[src/rtl/bp_cfg_link_loader.sv]
// bp_cfg_link_loader: boot sequencer for the tile config link. It freezes the core,
//   writes the identity and cache mode registers, and streams CCE microcode from a sync ROM.
//   It then writes the boot PC and unfreezes the core.
// Latency: one cfg write per handshake for register writes; microcode takes at least 2 cycles
//   per word (ROM read, then write).
// Backpressure: a command, once valid, is held unchanged until it is accepted by cfg_ready_i.
//   A new command is only issued while fewer than max_credits_p writes are still unacked.
// Ports: clk_i/reset_i (sync, active-high); start_i kicks off the sequence from IDLE;
//   cfg_v_o/cfg_ready_i/cfg_addr_o/cfg_data_o form the write command; cfg_ack_i pulses once per
//   completed write; ucode_addr_o/ucode_data_i are the microcode ROM port;
//   busy_o/done_o report status (done_o is sticky until reset).
module bp_cfg_link_loader #(
  parameter int ucode_words_p    = 256,
  parameter int cfg_data_width_p = 64,
  parameter int max_credits_p    = 4,
  parameter logic [cfg_data_width_p-1:0] core_id_p     = '0,
  parameter logic [cfg_data_width_p-1:0] did_p         = '0,
  parameter logic [cfg_data_width_p-1:0] cord_p        = '0,
  parameter logic [cfg_data_width_p-1:0] icache_mode_p = 1,
  parameter logic [cfg_data_width_p-1:0] dcache_mode_p = 1,
  parameter logic [cfg_data_width_p-1:0] npc_p         = 'h8000_0000,
  localparam int uc_addr_w_lp = (ucode_words_p > 1) ? $clog2(ucode_words_p) : 1
) (
  input  logic                        clk_i,
  input  logic                        reset_i,
  input  logic                        start_i,
  output logic                        cfg_v_o,
  input  logic                        cfg_ready_i,
  output logic [15:0]                 cfg_addr_o,
  output logic [cfg_data_width_p-1:0] cfg_data_o,
  input  logic                        cfg_ack_i,
  output logic [uc_addr_w_lp-1:0]     ucode_addr_o,
  input  logic [cfg_data_width_p-1:0] ucode_data_i,
  output logic                        busy_o,
  output logic                        done_o
);

  localparam int cred_w_lp = $clog2(max_credits_p + 1);

  typedef enum logic [3:0] {
    IDLE, FREEZE, CORE_ID, DID, CORD, ICMODE, DCMODE, CCE_UC,
    UC_RD, UC_WR, NPC, CCE_NORM, UNFREEZE, DRAIN, DONE
  } state_e;

  state_e                        state_r, state_n, adv_state;
  logic [uc_addr_w_lp-1:0]       idx_r;
  logic [cred_w_lp-1:0]          credits_r;
  logic [cfg_data_width_p-1:0]   uc_data_r;
  logic                          issue;
  logic                          uc_last;
  logic                          hs;

  assign uc_last = (idx_r == uc_addr_w_lp'(ucode_words_p - 1));
  assign hs      = cfg_v_o & cfg_ready_i;
  assign done_o  = (state_r == DONE);
  assign busy_o  = (state_r != IDLE) && (state_r != DONE);

  // Next-state and command decode. Each write state names the state that follows
  // its handshake in adv_state; the handshake itself is resolved after the case.
  always_comb begin
    state_n    = state_r;
    adv_state  = state_r;
    issue      = 1'b0;
    cfg_addr_o = '0;
    cfg_data_o = '0;
    unique case (state_r)
      IDLE:     if (start_i) state_n = FREEZE;
      FREEZE:   begin issue = 1'b1; cfg_addr_o = 16'h0002; cfg_data_o = cfg_data_width_p'(1); adv_state = CORE_ID; end
      CORE_ID:  begin issue = 1'b1; cfg_addr_o = 16'h0005; cfg_data_o = core_id_p;     adv_state = DID;      end
      DID:      begin issue = 1'b1; cfg_addr_o = 16'h0006; cfg_data_o = did_p;         adv_state = CORD;     end
      CORD:     begin issue = 1'b1; cfg_addr_o = 16'h0007; cfg_data_o = cord_p;        adv_state = ICMODE;   end
      ICMODE:   begin issue = 1'b1; cfg_addr_o = 16'h0022; cfg_data_o = icache_mode_p; adv_state = DCMODE;   end
      DCMODE:   begin issue = 1'b1; cfg_addr_o = 16'h0043; cfg_data_o = dcache_mode_p; adv_state = CCE_UC;   end
      CCE_UC:   begin issue = 1'b1; cfg_addr_o = 16'h0081; cfg_data_o = '0;            adv_state = UC_RD;    end
      UC_RD:    state_n = UC_WR;
      UC_WR:    begin
                  issue      = 1'b1;
                  cfg_addr_o = 16'h8000 | 16'(idx_r);
                  cfg_data_o = uc_data_r;
                  adv_state  = uc_last ? NPC : UC_RD;
                end
      NPC:      begin issue = 1'b1; cfg_addr_o = 16'h0040; cfg_data_o = npc_p;         adv_state = CCE_NORM; end
      CCE_NORM: begin issue = 1'b1; cfg_addr_o = 16'h0081; cfg_data_o = cfg_data_width_p'(1); adv_state = UNFREEZE; end
      UNFREEZE: begin issue = 1'b1; cfg_addr_o = 16'h0002; cfg_data_o = '0;            adv_state = DRAIN;    end
      DRAIN:    if (credits_r == '0) state_n = DONE;
      DONE:     state_n = DONE;
      default:  state_n = IDLE;
    endcase
    // Credits can only rise on a handshake, so a raised valid never drops before acceptance.
    cfg_v_o = issue && (credits_r < cred_w_lp'(max_credits_p));
    if (cfg_v_o && cfg_ready_i) state_n = adv_state;
  end

  // The ROM port looks one word ahead while a ucode write is pending, so the sync
  // ROM output is already valid for the next index by the time UC_RD is entered.
  always_comb begin
    ucode_addr_o = idx_r;
    if (state_r == UC_WR && !uc_last) ucode_addr_o = idx_r + 1'b1;
  end

  always_ff @(posedge clk_i) begin
    if (reset_i) begin
      state_r   <= IDLE;
      idx_r     <= '0;
      credits_r <= '0;
      uc_data_r <= '0;
    end else begin
      state_r <= state_n;
      if (state_r == UC_RD) uc_data_r <= ucode_data_i;
      if (state_r == UC_WR && hs && !uc_last) idx_r <= idx_r + 1'b1;
      // Simultaneous handshake and ack cancel out; a stray ack saturates at zero.
      if (hs && !cfg_ack_i)
        credits_r <= credits_r + 1'b1;
      else if (!hs && cfg_ack_i && credits_r != '0)
        credits_r <= credits_r - 1'b1;
    end
  end

  ack_underflow_a: assert property (@(posedge clk_i) disable iff (reset_i)
                                    !(cfg_ack_i && credits_r == '0));

endmodule

[config.mk]
export PLATFORM = sky130hd
export DESIGN_NAME = bp_cfg_link_loader
export DESIGN_NICKNAME = d
export VERILOG_FILES = /design/src/rtl/bp_cfg_link_loader.sv
export SDC_FILE = /design/constraint.sdc
export NUM_CORES = 1
export LEC_CHECK = 0
export BUFFER_PORTS_ARGS = -buffer_cell sky130_fd_sc_hd__buf_4
export CORE_MARGIN = 2
export CORE_UTILIZATION = 44
export CTS_BUF_LIST = sky130_fd_sc_hd__clkbuf_4 sky130_fd_sc_hd__clkbuf_8 sky130_fd_sc_hd__clkbuf_16
export DETAILED_ROUTE_END_ITERATION = 7
export PLACE_DENSITY = 0.79
export SYNTH_ARGS = -nofsm -noshare
export SYNTH_HDL_FRONTEND = slang
export SYNTH_SLANG_ARGS = --single-unit
export TNS_END_PERCENT = 50
[constraint.sdc]
create_clock -name clk_i -period 2.35 [get_ports clk_i]
set_clock_uncertainty 0.15 [all_clocks]
set_input_delay 0.235 -clock clk_i [delete_from_list [all_inputs] [get_ports clk_i]]
set_output_delay 0.235 -clock clk_i [all_outputs]
set_load 0.01 [all_outputs]
# Word level (Yosys, flattened, before mapping)
# Index checks and enable logic that the tools add are counted.
# totals
register_bits	79
inputBits	69
output_inout_bits	91
wordCells	63
# classes
addsub	3
n_lt_le_gt_ge	1
eq_ne	20
muxes	12
bitwise	1
reduce_logical	22
# op_table
cell	count
$pmux W64 S3	1
$pmux W16 S9	1
$pmux W4 S11	1
$eq A4 B4 Y1 const B	7
$pmux W4 S5	1
$eq A4 B3 Y1 const B	4
$mux W4	3
$ne A12 B1 Y1 const B	1
$reduce_or A11 Y1	1
$logic_and A1 B1 Y1	9
$add A8 B1 Y8 const B	1
$eq A4 B2 Y1 const B	2
$eq A8 B8 Y1 const B	1
$mux W8	1
$mux W3	2
$ne A3 B3 Y1 const B	2
$eq A4 B1 Y1 const B	1
$logic_not A4 Y1	1
$ne A4 B4 Y1 const B	1
$reduce_and A4 Y1	1
$reduce_bool A4 Y1	1
$reduce_or A2 Y1	2
$reduce_or A4 Y1	1
$add A3 B1 Y3 const B	1
other kinds (10)	12

# Logic depth before layout (Yosys ltp)
# depth
depth_word	10
mapped_depth	9
depth_no_buf	7

# Worst setup path before layout
# No wires, ideal clock.
# synth_timing
path_kind	reg-to-reg
startpoint	reg state_r[1]
endpoint	reg credits_r[2]
setup_time_ns	0.074
t_arrival_ns	2.180
required_ns	2.126
setup_slack_ns	-0.054
path_stages_with_launch	10
path_buffers	2
synth_period_minus_slack_ns	2.404
cell_sequence	dfxtp_1 buf_2 nor2_4 o211ai_2 buf_2 nor2_1 inv_1 fa_1 or4b_1 a31oi_1
# synth_via
elab_chain_len	9
elab_cells_between_ends	21
classes_between	11 x eq/ne; 2 x mux; 1 x bitwise; 7 x reduce/logical
# synth_lines
item	line	rtl
from (decl)	45	state_e state_r, state_n, adv_state;
from (signal assigned)	108	state_r <= state_n;
$eq A4 B4 Y1 (tied with other cells)	66	unique case (state_r)
$reduce_or A11 Y1 (no source line) (*)	--	
$mux W1 (*)	66	
$logic_and A1 B1 Y1 (*)	90	cfg_v_o = issue && (credits_r < cred_w_lp'(max_credits_p));
$and A1 B1 Y1 (*)	54	assign hs = cfg_v_o & cfg_ready_i;
$logic_not A1 Y1	114	else if (!hs && cfg_ack_i && credits_r != '0)
$logic_and A1 B1 Y1 (2 in series)	114	
$reduce_bool A2 Y1 (no source line)	--	
to (signal assigned)	113	credits_r <= credits_r + 1'b1;
to (signal assigned)	115	credits_r <= credits_r - 1'b1;
to (decl)	47	logic [cred_w_lp-1:0] credits_r;
# Every way passes the cells marked *; elsewhere a longest branch is shown, timed or not.
# A chain may end at the register's enable or synchronous reset.

# Worst setup path after layout
# layout_timing
startpoint	reg state_r[1]
endpoint	out ucode_addr_o[4]
# layout_via
elab_chain_len	3
# layout_lines
item	line	rtl
$eq A4 B4 Y1	98	if (state_r == UC_WR && !uc_last) ucode_addr_o = idx_r + 1'b1;
$logic_and A1 B1 Y1	98	
$mux W8	98	
to (decl)	32	output logic [uc_addr_w_lp-1:0] ucode_addr_o,
# No other way between the ends.

==> results.yml <==
status:
  outcome: "complete, no violations"
global_route:
  antenna_found_initial: 0
  grt-ovfl-total: 0
  grt_use_total: 0.2500
  grt_pass1_vias: 4320
  grt_max_degree: 80
  grt_pass1_wl_um: 20050
placed_design:
  place_hpwl_um: 7297
  place_inst: 763
  globalplace.congestion: 0.8531
  numPortBuffers: 152
  post-place-ws_ns: 0.08387
yosys:
  synth_edf_count: 0
  ys_seq_area_frac: 0.3999
  yosys_warnings: 0
  synthFlopType: "dfxtp_1"
  yosys.area.top_type_share: 0.3999
  synth_most_common_cell: "nand2_1"
  netlist_area_sq_um: 3955
  yosys.area.top_type: "dfxtp_1"
  yosysUniqueCellTypes: 52
  synth.area.top_cells: "dfxtp_1 40%, nand2_1 14%, and2_1 10%, a21oi_1 9.6%, clkbuf_1 3.0%"
  synth.cells.most_frequent: "144 x nand2_1, 79 x dfxtp_1, 76 x a21oi_1, 65 x and2_1, 32 x clkbuf_1"
  ys_ff_latch: 79
  postSynthAreaPerCell_sq_um: 7.434
  synthCells: 532
  ys_async_sr_fraction: 0
timing:
  setup_viol: 0
  period_share: 0.9618
  hold_viol_final: 0
  fin_ws_ns: 0.08982
  relSlewSlack: 0.4440
  worst_pin_slew_ns: 0.8341
  final.min_clock_period_ns: 2.260
  clock.fmax_ghz: 0.4424
  drv_slew: 0
setup_path:
  critical_path.endpoint: "ucode_addr_o[4]"
  rr_worst_depth: 7
  r2r_setup_slack_ns: 0.12
  worstPathMaxFanout: 19
  crit_start: "state_r[1]$_SDFFE_PP0P_"
  worst-path-buf-inv: 3
  cp_slowest_cell: "and4bb_4"
  cpMostUsedCell: "buf_4"
  criticalPathCategory: "flop to output port"
  r2r-start: "credits_r[2]$_SDFFE_PP0P_"
  cpLargestDelayFamily: "simple AND/OR/NAND/NOR gates"
  r2r-end: "credits_r[2]$_SDFFE_PP0P_"
  arrival_ns: 1.88
  cp.required_ns: 1.97
  cp.depth: 7
  crit_chain: "buf_6, and4bb_4, o21ai_4, buf_4, nor2_2, xor2_1, buf_4"
  start_kind: "flop"
  max_stage_delay_ns: 0.40
  cp-end-kind: "output port"
drt:
  viasPerCell: 5.202
  wirelength_um: 12490
  met3_length_um: 836
  drtIter0Drc: 166
  drc: 0
  firstDrtPassIters: 4
  avgRoutedWirePerCell_um: 14.81
  top_layer: "met4"
  num_vias: 4385
  ant_nets: 0
  wl_met2_um: 6570
  wl_met1_um: 4786
floorplan:
  rows: 34
  ios: 160
  start_util: 0.4535
  dieArea_sq_um: 9763
  fp.dieH_um: 98.81
  die_w_um: 98.81
  core_area_sq_um: 8721
power_and_ir_drop:
  p_leak_nw: 2.531
  powerDensity_nw_per_um2: 774.4
  ir_drop_v: 0.0005681
cts:
  cts_buffers: 9
  clk_latency_ns: 0.34
  h-tree-depth: 3
  cts_root_buffer: "clkbuf_8"
  tritoncts: "built"
  clock_path_buffers: 2
  clock-sinks: 79
  clkSlewWorstSetupHoldPaths_ns: 0.07
final_layout:
  nets: 802
  fin_cells: 843
  synthToLayoutAreaGrowth_pct: 53.12
  drive_gt1_frac: 0.2816
  diodes: 0
job:
  max_cap_viol_count: 0
hold_path:
  hold_path.class: "input port to flop"
logic make-up after synthesis:
logic type	after synthesis	share of synthesized area
and+or+nand+nor	269	0.3334
AOI/OAI and AO/OA	109	0.1528
DFF	79	0.3999
buffers and inverters	55	0.06549
xor gates and xnor gates	13	0.02879
muxes	4	0.01044
adders and majority gates	2	0.008225
other	1	0.0009482
routing by layer:
layer  global-route usage  vias up
met5                    0        -
met4              0.08851        0
met3              0.04610       26
met2               0.4511      188
met1               0.2956     2050
li1                     -     2121
flip-flops by register name, summed over array words and instances (netlist names):
register / flops
idx_r: 8
uc_data_r: 64
credits_r: 3
state_r: 4
cell usage in the layout (no fill, tap or decap), types with 5 or more instances in the layout:
cell type      synthesis  layout
buf_4                  7     164
nand2_1              144     143
a21oi_1               76      76
dfxtp_1               79      75
and2_1                65      65
dlygate4sd3_1          0      62
nor2_1                20      18
o21ai_0               14      14
xnor2_1               10      10
clkbuf_8               0      10
conb_1                 1       7
nor3_1                 6       6
inv_1                  5       5
nand2b_1               5       5
nand3_1                5       5
worst min path at each step:
stage	slack [ns]	to	start	cells after the start
2_1_floorplan	0.22	uc_data_r[0]$_SDFFE_PP0N_	ucode_data_i[0]	2
3_3_place_gp	0.29	uc_data_r[36]$_SDFFE_PP0N_	uc_data_r[36]$_SDFFE_PP0N_	2
3_5_place_dp	0.29	uc_data_r[19]$_SDFFE_PP0N_	uc_data_r[19]$_SDFFE_PP0N_	2
4_1_cts	0.002	uc_data_r[0]$_SDFFE_PP0N_	ucode_data_i[0]	3
5_1_grt	0.01	uc_data_r[0]$_SDFFE_PP0N_	ucode_data_i[0]	3
6_report	0.02	uc_data_r[0]$_SDFFE_PP0N_	ucode_data_i[0]	3
through the flow:
step	area, sq um	TNS [ns]	power, mW	hold WS, ns	util
floorplan	3995	0	2.949	0.2210	-
global placement	5159	0	3.445	0.2871	0.5915
detailed placement	5159	0	3.515	0.2933	0.5915
CTS	6015	0	4.644	0.001618	0.6897
global route	6056	-0.003023	4.982	0.01253	0.6944
finish	6056	0	4.689	0.01626	0.6944
worst reg2reg max path, delay by kind of cell, from the launching register on:
family                     cells  cell delay [ns]
DFF                            1             0.39
and+or+nand+nor                3             0.86
AOI/OAI and AO/OA              2             0.26
adders and majority gates      1             0.42
buffers and inverters          1             0.09
where the power goes:
part	switching, mW	total (mW)	internal, mW	leakage, nW
clock network	0.503	1.02	0.517	0.103
registers	0.169	1.78	1.61	0.643
logic	1.11	1.89	0.781	1.79
final cells by class:
class                   count  area, sq um
clock buffers              10        137.6
clock inverters             5        57.56
fillers                   655         2665
inverters                   5        18.77
multi-input cells         404         2178
flip-flops and latches     79         1589
well taps                 108        135.1
repair buffers            232         1939
what timing repair did:
item | CTS | global route
resized for setup | 7 | 11
setup buffers | 2 | 1
endpoints found under the hold margin | 62 | 0
pin swaps | 2 | 2
endpoints found under the setup margin | 61 | 61
hold buffers | 62 | 0
gates cloned | 0 | 0
Note: power is estimated with default switching activity, not from simulation.
